**config.mk**
```make
export PLATFORM = sky130hd
export DESIGN_NAME = data_in_64to8_serializer
export DESIGN_NICKNAME = d
export VERILOG_FILES = /design/src/rtl/data_in_64to8_serializer.sv
export SDC_FILE = /design/constraint.sdc
export NUM_CORES = 1
export LEC_CHECK = 0
export CORE_UTILIZATION = 38
export DETAILED_ROUTE_END_ITERATION = 16
export SETUP_SLACK_MARGIN = 0.5
export SYNTH_ARGS = -nofsm -noshare
export SYNTH_HDL_FRONTEND = slang
export SYNTH_SLANG_ARGS = --single-unit
```
**constraint.sdc**
```tcl
create_clock -name clk -period 2.8 [get_ports clk]
set_clock_uncertainty 0.15 [all_clocks]
set_input_delay 0.56 -clock clk [delete_from_list [all_inputs] [get_ports clk]]
set_output_delay 0.56 -clock clk [all_outputs]
set_load 0.01 [all_outputs]
```
**src/rtl/data_in_64to8_serializer.sv**
```systemverilog
// ============================================================================
// Module     : data_in_64to8_serializer
// Description: Splits a latched 64-bit word into bytes for a byte-wide UART TX.
//              Define DATA_IN_64TO8_MSB_FIRST_EN to send the MSB byte first.
// Revision   : 1.0 - initial release
// ============================================================================
`default_nettype none

module data_in_64to8_serializer #(
  parameter int WORD_W = 64,
  parameter int BYTE_W = 8
) (
  input  logic              clk,
  input  logic              rst,
  input  logic [WORD_W-1:0] data_64,
  input  logic              data_in_enable,
  input  logic              manual_start,
  output logic [BYTE_W-1:0] data_8,
  output logic              tx_enable
);

  localparam int NBYTES = WORD_W / BYTE_W;
  localparam int IDX_W  = $clog2(NBYTES);
  localparam logic [IDX_W-1:0] LAST_IDX = IDX_W'(NBYTES - 1);
  localparam logic [IDX_W-1:0] IDX_ONE  = IDX_W'(1);

  typedef enum logic [1:0] {
    IDLE   = 2'd0,
    ACTIVE = 2'd1,
    DONE   = 2'd2
  } state_t;

  state_t            state;
  logic [WORD_W-1:0] word_reg;
  logic [IDX_W-1:0]  byte_idx;
  logic              en_prev;
  logic              start_prev;

  logic start_rise;
  logic en_rise;
  logic launch;

  function automatic logic [BYTE_W-1:0] pick_byte(input logic [WORD_W-1:0] w, input int k);
`ifdef DATA_IN_64TO8_MSB_FIRST_EN
    return w[WORD_W-1-k*BYTE_W -: BYTE_W];
`else
    return w[k*BYTE_W +: BYTE_W];
`endif
  endfunction

  assign start_rise = manual_start & ~start_prev;
  assign en_rise    = data_in_enable & ~en_prev;
  // Restart wins over byte advance; a DONE word relaunches on either strobe.
  assign launch     = start_rise | ((state == DONE) & en_rise);

  always_ff @(posedge clk or posedge rst) begin
    if (rst) begin
      state      <= IDLE;
      word_reg   <= '0;
      byte_idx   <= '0;
      data_8     <= '0;
      tx_enable  <= 1'b0;
      en_prev    <= 1'b0;
      start_prev <= 1'b0;
    end else begin
      en_prev    <= data_in_enable;
      start_prev <= manual_start;
      tx_enable  <= 1'b0;
      if (launch) begin
        word_reg  <= data_64;
        data_8    <= pick_byte(data_64, 0);
        byte_idx  <= IDX_ONE;
        tx_enable <= 1'b1;
        state     <= ACTIVE;
      end else begin
        case (state)
          IDLE: ;
          ACTIVE: begin
            if (en_rise) begin
              data_8    <= pick_byte(word_reg, int'(byte_idx));
              tx_enable <= 1'b1;
              // Index saturates on the last byte; only a relaunch resets it.
              if (byte_idx == LAST_IDX) state <= DONE;
              else                      byte_idx <= byte_idx + IDX_ONE;
            end
          end
          DONE: ;
          default: state <= IDLE;
        endcase
      end
    end
  end

endmodule

`default_nettype wire

```
==> impl_metrics.csv <==
group,metric,value,unit
status,status,"finished clean",
worst_setup_path,worstReg2RegEnd,"word_reg[46]$_DFFE_PP0P_",
final_layout,fin_nets,405,
sta,fin_tns_setup,0,ns
sta,rsz0062_at_grt,"no",
detailed_routing,viasPerCell,4.93,
grt,grtUsageTotal,16.5,%
clocking,htree_num_levels,3,
yosys,syn_avg_cell_area,14.9,um^2
yosys,ys.warnings.count,0,
sta,fin_crit,2.27,ns
worst_setup_path,critPathLaunch,"data_in_enable",
place,pre_cts_ws,0.213,ns
detailed_routing,firstDrtPassIters,4,
clocking,cts_setup_buffers,0,
final_layout,fill_cells,857,
clocking,cts_root_buffer,"clkbuf_8",
power,ir_drop,0.275,mV
grt,grt.overflow.total,0,
yosys,synth.top_cell.area_share,53.0,%
place,gp_congestion,0.726,
yosys,yosys.area.top_type,"dfrtp_1",
place,dp_hpwl,5.51,mm
detailed_routing,antenna_left,0,
worst_setup_path,cp-end-kind,"register",
worst_setup_path,reg2reg_from,"state[0]$_DFFE_PP0P_",
sta,setup_ws,0.529,ns
worst_setup_path,r2r_cells,4,
final_layout,drive_gt1_share,29.9,%
clocking,numCtsBuffers,9,
worst_setup_path,required,2.88,ns
floorplan,die_h,102,um
grt,grt_pass1_vias,2447,
detailed_routing,vias,2320,
hold_path,hp-class,"reg -> reg",
sta,fmax,0.440,GHz
worst_setup_path,max_stage_delay,0.49,ns
worst_setup_path,cp.arrival,2.35,ns
clocking,cts_tree,"done",
floorplan,initial_core_util,39.0,%
yosys,netlist_instances,254,
power,p_per_area,585,mW/mm^2
hold_path,hp-start,"word_reg[60]$_DFFE_PP0P_",
floorplan,die_area,0.0103,mm^2
worst_setup_path,path_cells,"clkdlybuf4s50_1, nor4bb_1, or2_4, buf_12, mux2_2",
final_layout,diodes,0,
yosys,synth_seq_cells,80,
yosys,yosys.area_share.xor_xnor,0.232,%
hold_path,holdPathEnd,"word_reg[60]$_DFFE_PP0P_",
yosys,synthesis.nets,324,
yosys,ys_types,29,
grt,busiest_layer,"met2",
final_layout,largest_register_ffs,64,
grt,grt.met1_usage,20.7,%
hold_path,min_path_cells,1,
yosys,ys_top_cells_by_count,"dfrtp_1 (80), mux2_4 (30), mux2_2 (26)",
detailed_routing,wire_per_inst,16.7,um
detailed_routing,route.detailed.drc,0,
worst_setup_path,cp-start-kind,"primary input",
place,portBuffers,76,
floorplan,fp.dieW,102,um
yosys,seq_area_frac_synth,53.0,%
worst_setup_path,slowest_stage,"clkdlybuf4s50_1",
floorplan,io_pins,77,
clocking,clock-sinks,80,
power,total_power,0.00286,W
yosys,syn_area,0.00378,mm^2
yosys,synth-edff-count,0,
worst_setup_path,r2r_slack,0.78,ns
yosys,synthFlopType,"dfrtp_1",
yosys,synth_fa_ha_area_share,0.662,%
sta,slew_headroom,57.2,%
sta,tightest_slew,0.642,ns
job,cap_violations,0,
clocking,clk_pin_slew,0.08,ns
grt,grt_util_met2,27.8,%
floorplan,rows,36,
sta,hold_viol,0,
worst_setup_path,path_class,"in -> reg",
grt,globalRouteMet3Util,3.80,%
grt,grt_pass1_wl,12.7,mm
final_layout,area_growth,29.5,%
yosys,synth.most_common_cell,"dfrtp_1",
yosys,synthArstFlopShare,100,%
clocking,cts_hold_buffers,0,
sta,slew_viol_final,0,
grt,grt_max_degree,81,
yosys,synth_top_family_by_area,"multiplexers",
yosys,synth-simple-area-share,6.36,%
sta,setup_viol,0,
detailed_routing,routed_wl,7.85,mm
yosys,synthMuxAreaShare,29.2,%
clocking,clock_latency,0.34,ns
worst_setup_path,crit_path_max_fanout,21,
grt,antenna_found_initial,0,
floorplan,core_area,0.00968,mm^2
yosys,synth_compound_area_share,5.03,%
sta,period_share,81.1,%
clocking,clock_path_buffers,2,
detailed_routing,drt_iter0_drc,34,
clocking,post_cts_resized,0,
power,leakage,2.03,nW
yosys,synth_top_cells_by_area,"dfrtp_1 (53%), mux2_4 (12%), mux4_2 (9.5%), mux2_2 (7.7%), o21ai_0 (2.6%)",
-- power by group --
part	total (W)	switching, W	internal [W]
clock network	0.000725	0.000393	0.000332
registers	0.00145	0.000129	0.00133
logic	0.000681	0.000227	0.000454
-- through the flow --
stage	instances	cell area [um^2]	hold slack [ns]	utilization, %
2_1_floorplan	254	3780	0.325	-
3_3_place_gp	457	4730	0.334	48.9
3_5_place_dp	457	4730	0.341	48.9
4_1_cts	471	4890	0.360	50.5
5_1_grt	471	4890	0.373	50.5
6_report	471	4890	0.355	50.5
-- cells by family after synthesis --
group                      count (synthesis)
buffers and inverters                     35
and+or+nand+nor                           32
muxes                                     72
AOI/OAI and AO/OA                         32
xor gates and xnor gates                   1
DFF                                       80
adders and majority gates                  2
-- worst max path at each step --
stage          slack [ns]                  endpoint
3_3_place_gp         0.19  word_reg[52]$_DFFE_PP0P_
5_1_grt              0.51  word_reg[52]$_DFFE_PP0P_
2_1_floorplan        0.85  word_reg[10]$_DFFE_PP0P_
3_5_place_dp         0.21  word_reg[46]$_DFFE_PP0P_
4_1_cts              0.55  word_reg[46]$_DFFE_PP0P_
6_report             0.53  word_reg[46]$_DFFE_PP0P_
-- worst max-delay path: cells and delay by family --
kind	cells	cell delay (ns)
simple gates	2	0.72
buf+inv	2	0.70
mux	1	0.36
-- per-layer routing --
layer  wire length [um]  vias to the layer above
met5                  0                        -
met4                157                        0
met3                255                       15
met2               3950                       53
met1               3490                     1152
li1                   -                     1100
-- area by class of cell --
class | instances | area, um^2 | area share, %
timing repair buffer | 88 | 913 | 18.7
multi-input combinational | 139 | 1580 | 32.4
sequential | 80 | 2000 | 40.9
clock buffer | 10 | 138 | 2.81
clock inverter | 4 | 22.5 | 0.460
tap | 133 | 166 | 3.40
inverter | 17 | 67.6 | 1.38
-- cell usage in the layout, fill, tap and decap left out, drive strengths merged, types with 4 or more instances in the layout --
cell type / instances
clkdlybuf4s50: 76
nand4b: 8
mux4: 16
o21ai: 21
mux2: 56
nand4: 8
inv: 16
nand3b: 4
clkbuf: 10
dfrtp: 80
o2111ai: 8
buf: 12
Note: power is estimated with default switching activity, not from simulation.
